===== src/rtl/led_ctrl_pkg.sv =====
// Shared types and defaults for the LED step scheduler and its debouncer.
package led_ctrl_pkg;

    // Debounce FSM states.
    typedef enum logic [1:0] {
        RELEASED     = 2'd0,
        PRESS_WAIT   = 2'd1,
        PRESSED      = 2'd2,
        RELEASE_WAIT = 2'd3
    } db_state_e;

    // Encoding of step_src.
    localparam logic STEP_SRC_MANUAL = 1'b0;
    localparam logic STEP_SRC_AUTO   = 1'b1;

    // Default configuration values.
    localparam int unsigned DEF_DEBOUNCE_CYCLES  = 4;
    localparam int unsigned DEF_DWELL_W          = 16;
    localparam int unsigned DEF_LONGPRESS_CYCLES = 64;

endpackage


===== src/rtl/led_debounce.sv =====
// Two-flop synchroniser plus press/release debounce FSM for the board pushbutton.
// press_req is a combinational one-cycle pulse on the PRESS_WAIT -> PRESSED transition.
module led_debounce
    import led_ctrl_pkg::*;
#(
    parameter int unsigned DEBOUNCE_CYCLES = DEF_DEBOUNCE_CYCLES
) (
    input  logic clk,
    input  logic rst_n,
    input  logic button_in,
    output logic btn_state,
    output logic press_req,
    output logic pressed
);

    localparam int unsigned     CNT_W    = $clog2(DEBOUNCE_CYCLES) + 1;
    localparam logic [CNT_W-1:0] CNT_ONE  = CNT_W'(1);
    localparam logic [CNT_W-1:0] CNT_LAST = CNT_W'(DEBOUNCE_CYCLES - 1);

    if (DEBOUNCE_CYCLES < 2) begin : g_bad_debounce
        $error("led_debounce: DEBOUNCE_CYCLES must be at least 2");
    end

    logic             sync1_q, sync1_d;
    logic             sync2_q, sync2_d;
    db_state_e        state_q, state_d;
    logic [CNT_W-1:0] cnt_q,   cnt_d;

    // Synchroniser inputs.
    always_comb begin
        sync1_d = button_in;
        sync2_d = sync1_q;
    end

    // State, counter and synchroniser registers.
    always_ff @(posedge clk or negedge rst_n) begin
        if (!rst_n) begin
            sync1_q <= 1'b0;
            sync2_q <= 1'b0;
            state_q <= RELEASED;
            cnt_q   <= '0;
        end else begin
            sync1_q <= sync1_d;
            sync2_q <= sync2_d;
            state_q <= state_d;
            cnt_q   <= cnt_d;
        end
    end

    // Next-state logic; a press is accepted only after DEBOUNCE_CYCLES stable samples.
    always_comb begin
        state_d   = state_q;
        cnt_d     = cnt_q;
        press_req = 1'b0;
        case (state_q)
            RELEASED: begin
                if (sync2_q) begin
                    state_d = PRESS_WAIT;
                    cnt_d   = CNT_ONE;
                end
            end
            PRESS_WAIT: begin
                if (!sync2_q) begin
                    state_d = RELEASED;
                    cnt_d   = '0;
                end else if (cnt_q == CNT_LAST) begin
                    state_d   = PRESSED;
                    cnt_d     = '0;
                    press_req = 1'b1;
                end else begin
                    cnt_d = cnt_q + CNT_ONE;
                end
            end
            PRESSED: begin
                if (!sync2_q) begin
                    state_d = RELEASE_WAIT;
                    cnt_d   = CNT_ONE;
                end
            end
            RELEASE_WAIT: begin
                if (sync2_q) begin
                    state_d = PRESSED;
                    cnt_d   = '0;
                end else if (cnt_q == CNT_LAST) begin
                    state_d = RELEASED;
                    cnt_d   = '0;
                end else begin
                    cnt_d = cnt_q + CNT_ONE;
                end
            end
            default: begin
                state_d = RELEASED;
                cnt_d   = '0;
            end
        endcase
    end

    // Level outputs decoded from the state register.
    always_comb begin
        btn_state = (state_q == PRESSED) || (state_q == RELEASE_WAIT);
        pressed   = (state_q == PRESSED);
    end

endmodule


===== src/rtl/led_step_scheduler.sv =====
// Step pulse generator for the LED colour cycler: debounced manual button plus
// a programmable auto-advance dwell timer, manual requests taking priority.
// Optional feature macro: LED_STEP_LONGPRESS_EN (long press toggles auto pause).
module led_step_scheduler
    import led_ctrl_pkg::*;
#(
    parameter int unsigned DEBOUNCE_CYCLES  = DEF_DEBOUNCE_CYCLES,
    parameter int unsigned DWELL_W          = DEF_DWELL_W,
    parameter int unsigned LONGPRESS_CYCLES = DEF_LONGPRESS_CYCLES
) (
    input  logic               clk,
    input  logic               rst_n,
    input  logic               button_in,
    input  logic               auto_en,
    input  logic [DWELL_W-1:0] dwell,
    output logic               step,
    output logic               step_src,
    output logic               btn_state,
    output logic               auto_active
);

    if (LONGPRESS_CYCLES < 1) begin : g_bad_longpress
        $error("led_step_scheduler: LONGPRESS_CYCLES must be at least 1");
    end

    logic               press_req;
    logic               pressed;
    logic               db_btn_state;
    logic               pause;
    logic               auto_req_c;
    logic               unused_pressed;

    logic               step_q,        step_d;
    logic               step_src_q,    step_src_d;
    logic               auto_active_q, auto_active_d;
    logic [DWELL_W-1:0] cnt_q,         cnt_d;

    led_debounce #(
        .DEBOUNCE_CYCLES(DEBOUNCE_CYCLES)
    ) u_debounce (
        .clk       (clk),
        .rst_n     (rst_n),
        .button_in (button_in),
        .btn_state (db_btn_state),
        .press_req (press_req),
        .pressed   (pressed)
    );

    // The long-press counter keys off btn_state so it keeps running through RELEASE_WAIT.
    assign unused_pressed = pressed;

`ifdef LED_STEP_LONGPRESS_EN
    localparam int unsigned          LP_W   = $clog2(LONGPRESS_CYCLES + 1);
    localparam logic [LP_W-1:0]      LP_MAX = LP_W'(LONGPRESS_CYCLES);
    localparam logic [LP_W-1:0]      LP_ONE = LP_W'(1);

    logic [LP_W-1:0] lp_cnt_q, lp_cnt_d;
    logic            pause_q,  pause_d;

    // Long-press counter saturates so pause toggles exactly once per press.
    always_comb begin
        lp_cnt_d = lp_cnt_q;
        pause_d  = pause_q;
        if (!db_btn_state) begin
            lp_cnt_d = '0;
        end else if (lp_cnt_q != LP_MAX) begin
            lp_cnt_d = lp_cnt_q + LP_ONE;
            if (lp_cnt_d == LP_MAX) begin
                pause_d = ~pause_q;
            end
        end
    end

    // Long-press registers.
    always_ff @(posedge clk or negedge rst_n) begin
        if (!rst_n) begin
            lp_cnt_q <= '0;
            pause_q  <= 1'b0;
        end else begin
            lp_cnt_q <= lp_cnt_d;
            pause_q  <= pause_d;
        end
    end

    assign pause = pause_q;
`else
    assign pause = 1'b0;
`endif

    // Auto request fires once cnt reaches dwell-1; >= lets a lowered dwell fire at once.
    always_comb begin
        auto_req_c = auto_active_q && (dwell != '0) &&
                     (cnt_q >= (dwell - DWELL_W'(1)));
    end

    // Dwell counter, enable, step and source next-state logic.
    always_comb begin
        auto_active_d = auto_en && (dwell != '0) && !pause;
        step_d        = press_req || auto_req_c;
        step_src_d    = (!press_req && auto_req_c) ? STEP_SRC_AUTO : STEP_SRC_MANUAL;
        cnt_d         = cnt_q;
        if (!auto_active_q || press_req || auto_req_c) begin
            cnt_d = '0;
        end else begin
            cnt_d = cnt_q + DWELL_W'(1);
        end
    end

    // Output and timer registers.
    always_ff @(posedge clk or negedge rst_n) begin
        if (!rst_n) begin
            step_q        <= 1'b0;
            step_src_q    <= STEP_SRC_MANUAL;
            auto_active_q <= 1'b0;
            cnt_q         <= '0;
        end else begin
            step_q        <= step_d;
            step_src_q    <= step_src_d;
            auto_active_q <= auto_active_d;
            cnt_q         <= cnt_d;
        end
    end

    assign step        = step_q;
    assign step_src    = step_src_q;
    assign btn_state   = db_btn_state;
    assign auto_active = auto_active_q;

endmodule


===== config.mk =====
export PLATFORM = sky130hd
export DESIGN_NAME = led_step_scheduler
export DESIGN_NICKNAME = d
export VERILOG_FILES = /design/src/rtl/led_ctrl_pkg.sv /design/src/rtl/led_debounce.sv /design/src/rtl/led_step_scheduler.sv
export SDC_FILE = /design/constraint.sdc
export NUM_CORES = 1
export LEC_CHECK = 0
export ABC_CLOCK_PERIOD_IN_PS = 5500
export CORE_UTILIZATION = 35
export CTS_CLUSTER_SIZE = 12
export DETAILED_ROUTE_END_ITERATION = 8
export GPL_ROUTABILITY_DRIVEN = 0
export PLACE_DENSITY = 0.52
export SYNTH_ARGS = -nofsm -noshare
export SYNTH_HDL_FRONTEND = slang
export SYNTH_SLANG_ARGS = --single-unit

===== constraint.sdc =====
create_clock -name clk -period 5.5 [get_ports clk]
set_input_delay 1.1 -clock clk [delete_from_list [all_inputs] [get_ports clk]]
set_output_delay 1.1 -clock clk [all_outputs]
set_load 0.01 [all_outputs]

==> summary.txt <==
Clock network
  • Num CTS Buffers: 3
  • Post-CTS setup buffers: 0
  • Hold buffers post-CTS: 0
  • CTS root buf: clkbuf_8
  • TritonCTS clock tree: built
  • Clk Latency, worst-skew pair: 270 ps
  • Post-cts sizing count: 0
  • Htree depth: 1
  • Clock transition at the registers of the reported paths: 90 ps
  • Bufs on Longest Clock Path: 2
  • # clock sinks: 26

Worst setup path
  • CP dominant cell by count: or4_4
  • Crit-path max FO: 18
  • Worst EP arrival: 5070 ps
  • Crit. End Element: flip-flop
  • CP max stage cell: a311o_1
  • Crit-path max cell delay: 640 ps
  • Kind of cell adding the most delay to the critical path: simple AND/OR/NAND/NOR gates
  • Crit path buf inv count: 1
  • Crit Path Class: input port to flip-flop
  • CP cell instances: clkdlybuf4s50_1 > or4_4 > or4_4 > nor4_1 > xnor2_1 > ha_1 > nand4_1 > nor3_1 > or4_1 > a311o_1 > a31o_2
  • Startpoint Class: input port
  • Crit path required time: 5670 ps

Die
  • Initial Util: 36.4%
  • Die width: 74.9 um
  • Die Ht: 74.9 um
  • Core area: 0.00511 mm^2
  • # IOs: 24
  • Rows: 26
  • Die ar.: 0.00561 mm^2

Synthesis
  • Synth Warn #: 0
  • Sequential fraction of the synthesis area: 35.0%
  • Syn avg cell area: 9.79 um^2
  • Cell area after synthesis: 0.00186 mm^2
  • Post-synth top cells: dfrtp_1 (26), ha_1 (19), xnor2_1 (18)
  • Library cells used by synthesis: 36
  • Synth top area share: 35.0%
  • Mapped Nets: 229
  • Count leader, synth: dfrtp_1
  • Yosys reg bits: 26
  • Synth Flop Type: dfrtp_1
  • Async set-or-reset flop fraction in the synthesized netlist: 100%
  • Gate Count Post-Synth: 190
  • Area leader, netlist: dfrtp_1
  • Largest cells by area after synthesis: dfrtp_1 (35%), ha_1 (13%), xnor2_1 (8.5%)
  • Post-synth EDFFs: 0

Routing
  • Vias: 1432
  • Via/cell ratio: 5.08
  • DR iter-0 viols: 50
  • Drt wl/cell: 13.5 um
  • Post-route ant nets: 0
  • Final Routed Wirelength: 3810 um
  • DRC viols: 0
  • Detailed Routing Iterations Pass 1: 4

Timing
  • Relative slew margins: 39.6%
  • RSZ-0062 raised after global routing: no
  • Setup_tns: 0 ps
  • Max Slew Vio Count: 0
  • Minimum clock period: 4910 ps
  • Final period util: 89.2%
  • Worst Tran Pin Value: 905 ps
  • Fin. Hold Viols: 0
  • Maximum clock rate: 204 MHz
  • Clock Skew: 3.04 ps
  • Finish-stage setup viols: 0

Layout
  • Fin nets: 252
  • N_diodes: 0
  • Fillers: 533
  • Layout area overhead: 18.0%
  • Share of cells above drive strength 1: 10.4%
  • Non-Filler Instances: 282

Global route
  • Global route overflow: 0
  • Largest net degree at the start of global routing: 27
  • First-pass GRT wire length: 6240 um
  • Total track usage: 14.7%
  • Number of global-route vias before repair: 1390
  • Antenna violations before repair: 0

Power
  • LEAKAGE: 0.000877 uW
  • P per Cell Area: 210 mW/mm^2
  • Peak VDD IR: 0.0960 mV

Min path
  • Min-Delay Path Class: flip-flop to flip-flop

Outcome
  • Status: complete, no violations

Place
  • Placed cell count: 278
  • HPWL Detailed: 2960 um
  • PortBufs: 23

Flow run
  • Maxcap violations: 0
==> worst reg2reg max path: cells and delay by family (launching register included) <==
| kind | cells | cell delay (ps) |
|---|---|---|
| AO/OA/AOI/OAI | 2 | 1010 |
| flip-flops | 1 | 420 |
| adder cells (fa/ha/maj) | 1 | 330 |
| AND/OR/NAND/NOR | 3 | 710 |
==> cell usage in the layout, fill, tap and decap left out, drive strengths merged, types with 6 or more instances in the layout <==
cell,instances
inv,7
a211oi,15
and2,6
ha,19
nand3,8
nand2,15
a21oi,6
o21ai,6
nor3,9
clkdlybuf4s50,23
nor2,10
xnor2,18
xor2,11
dfrtp,26
==> final timing paths <==
path / startpoint / endpoint / slack, ps / depth (start not counted)
max: dwell[5] / step / 590 / 11
min in group asynchronous: rst_n / cnt_q[12] / 1200 / 2
max reg2reg: cnt_q[14] / step / 2930 / 6
min: u_debounce.sync1_q / u_debounce.sync2_q / 360 / 0
min reg2reg: u_debounce.sync1_q / u_debounce.sync2_q / 360 / 0
max in group asynchronous: rst_n / cnt_q[8] / 4050 / 2
==> per-layer routing <==
| metal | GRT usage [%] | routed length, um | up-vias |
|---|---|---|---|
| li1 | - | - | 727 |
| met2 | 26.6 | 1950 | 13 |
| met1 | 17.9 | 1750 | 690 |
| met3 | 2.81 | 81 | 2 |
| met4 | 3.77 | 27 | 0 |
| met5 | 0 | 0 | - |
==> through the flow <==
step                hold slack (ps)  power (uW)  utilization (%)  setup WS (ps)  cell area (um^2)
finish                          359         461             43.0            592              2190
detailed placement              339         344             41.9            313              2140
global route                    378         493             43.0            305              2190
global placement                332         332             41.9            353              2140
CTS                             361         469             43.0            601              2190
floorplan                       331         293                -            979              1860
==> registers in the layout (all words and copies together), names as in the netlist, named ones only <==
register / cells
u_debounce.sync2_q: 1
cnt_q: 16
u_debounce.cnt_q: 3
u_debounce.state_q: 1
u_debounce.sync1_q: 1
step_src: 1
auto_active: 1
step: 1
==> layout make-up <==
cell class                 instances  area (um^2)  area share, %
multi-input combinational        151         1140           51.8
sequential                        26          651           29.6
timing repair buffer              24          238           10.8
tap                               70         87.6           3.99
clock buffer                       4         55.1           2.51
inverter                           7         26.3           1.20
==> report_power, final <==
part           internal (uW)  leakage [uW]  switching [uW]  total [uW]
clock network           64.0     0.0000288            58.9         123
registers                209      0.000346            18.5         228
logic                   57.3      0.000502            53.3         111
==> cell families after synthesis <==
logic type                 count (synthesis)  synth area share, %
AOI/OAI and AO/OA                         31                 13.6
and+or+nand+nor                           71                 20.5
muxes                                      1                0.605
DFF                                       26                 35.0
xor gates and xnor gates                  29                 13.7
adders and majority gates                 19                 12.8
buffers and inverters                     13                 3.90
No activity file was read; power rests on OpenSTA's default activity.
==> edit, RTL diff (config.mk and constraints unchanged) <==
Change the package constant `DEF_DWELL_W` from 16 to 32.
--- a/src/rtl/led_ctrl_pkg.sv
+++ b/src/rtl/led_ctrl_pkg.sv
@@ -17,3 +17,3 @@
     localparam int unsigned DEF_DEBOUNCE_CYCLES  = 4;
-    localparam int unsigned DEF_DWELL_W          = 16;
+    localparam int unsigned DEF_DWELL_W          = 32;
     localparam int unsigned DEF_LONGPRESS_CYCLES = 64;
Ports: changed (resized dwell); port bits go from 24 to 40. The function was not compared with the original's and may differ.
==> edit against the original RTL <==
  * The run now ends with DRC left
  * First-iteration DRC count fell by 6.0%
  * Synthesized area is 72% higher
  * Final area up 75%
  * Worst setup slack better by 61 ps
  * Hold slack gained 0.86 ps
  * Power rose by 60%
  * Sequential cell count increased by 16
  * Routed wire length up 84%
  * Critical path type unchanged
  * Largest cell class unchanged
==> edit: results (changes against the original RTL) <==
* Status: finished, violations left
* Failing checks: DRC
* Seq pwr share at 46.4% (-3.0 points)
* CP delay by family, top: simple AND/OR/NAND/NOR gates
* Clock skew at 8.96 ps (+5.92 ps)
* Via count at 2,552 (+78%)
* Top cells by count, synth: nor2_1, dfrtp_1, xor2_1
* Htree depth at 2 (+1)
* Pre-CTS WS at 313 ps (-0.609 ps)
* Post-synth cell types at 40 (+11%)
* PortBufs at 39 (+70%)
* Main synth FF type: dfrtp_1
* DRT Pass-1 Iters at 6 (+2)
* Setup slack, reg-to-reg at 3010 ps (+80 ps)
* CP Data Arrival Time at 5080 ps (about the same)
* RR Endpoint: cnt_q[29]$_DFF_PN0_
* Worst Setup SP: dwell[2]
* Skew-Pair Late Insertion Delay at 300 ps (+30 ps)
* Placed cells at 493 (+77%)
* Worst-path clk slew at 90 ps (about the same)
* Post-route insts no fill at 501 (+78%)
* Post-synthesis xor/xnor area fraction at 16.7% (+3.0 points)
* Tightest Hold Check Type: reg2reg
* Syn_area_per_cell at 9.22 um^2 (-5.8%)
* Top cells by area, synth: dfrtp_1, ha_1, xor2_1, xnor2_1, nor2_1
* Internal power at 537 uW (+62%)
* Syn_nets at 418 (+83%)
* Area grow syn2layout at 19.7%
* Fillers at 862 (+62%)
* Hold_ws at 360 ps (+0.859 ps)
* Lkg Pwr at 1.65 nW (+89%)
* Multiplexer area fraction after synthesis at 0.352% (-0.25 points)
* Comb pwr at 147 uW (+32%)
* Largest net degree at the start of global routing at 43 (+59%)
* Slew HR at 35.7% (-4.0 points)
* Cts bufs inserted at 5 (+2)
* Total track usage at 15.5% (+0.79 points)
* Final HPWL DP at 5500 um (+86%)
* Worst Setup EP: cnt_q[29]$_DFF_PN0_
* Seq/Total Area, Yosys at 32.8% (-2.1 points)
* DRT iter0 DRCs at 47 (-6.0%)
* Share of cells above drive strength 1 at 7.63% (-2.7 points)
* Vias in the first global route at 2,484 (+79%)
* Critical path peak fanout at 32 (+14)
* Comb pwr share at 19.8% (-4.2 points)
* Largest registers: cnt_q (32), u_debounce.cnt_q (3)
* Adder-Cell Fraction of Synth Area at 13.7% (+0.91 points)
* Reg2Reg Depth at 8 (+2)
* Critical R2R Launch: cnt_q[2]$_DFF_PN0_
* HP Start: u_debounce.sync1_q$_DFF_PN0_
* Drt wl/cell at 14.0 um (+3.7%)
* CP max stage cell: clkdlybuf4s50_1
* Post-synthesis compound-gate area fraction at 6.41% (-7.2 points)
* Max stage delay on crit path at 470 ps (-170 ps)
* Nets at 463 (+84%)
* First-pass GRT wire length at 11,800 um (+89%)
* Remaining DRCs at 2 (+2)
* DP Area at 3720 um^2 (+74%)
* Final min period at 4850 ps (-61.1 ps)
* Maximum vdd drop at 73.3 uV (-24%)
## edit: changes by cell type in the layout (fill, tap and decap cells not counted), sizes merged, moves of 11 or more
cell,change
nor2,+42
xor2,+25
dfrtp,+16
ha,+16
clkdlybuf4s50,+15
nand2,+14
a211oi,-11
## edit: final cells by class
| class | count | area share [%] |
|---|---|---|
| Multi-Input combinational cell | 294 | 54.4 |
| Sequential cell | 42 | 27.4 |
| Timing Repair Buffer | 43 | 11.2 |
| Tap cell | 108 | 3.53 |
| Clock buffer | 6 | 1.89 |
| Clock inverter | 2 | 0.979 |
| Inverter | 6 | 0.588 |
## edit: worst reg2reg max path, stage by stage, from the launching register on
cell,delay [ps]
dfrtp_1,450
ha_1,330
a211oi_1,190
o21ai_0,150
a211oi_1,320
o21bai_1,230
a311o_2,440
buf_12,180
nor2_1,130
## edit: metal layers
metal	global-route usage [%]	routed length, um
met1	20.2	3340
met2	25.8	3330
met3	3.17	252
met4	4.78	99
met5	0	0
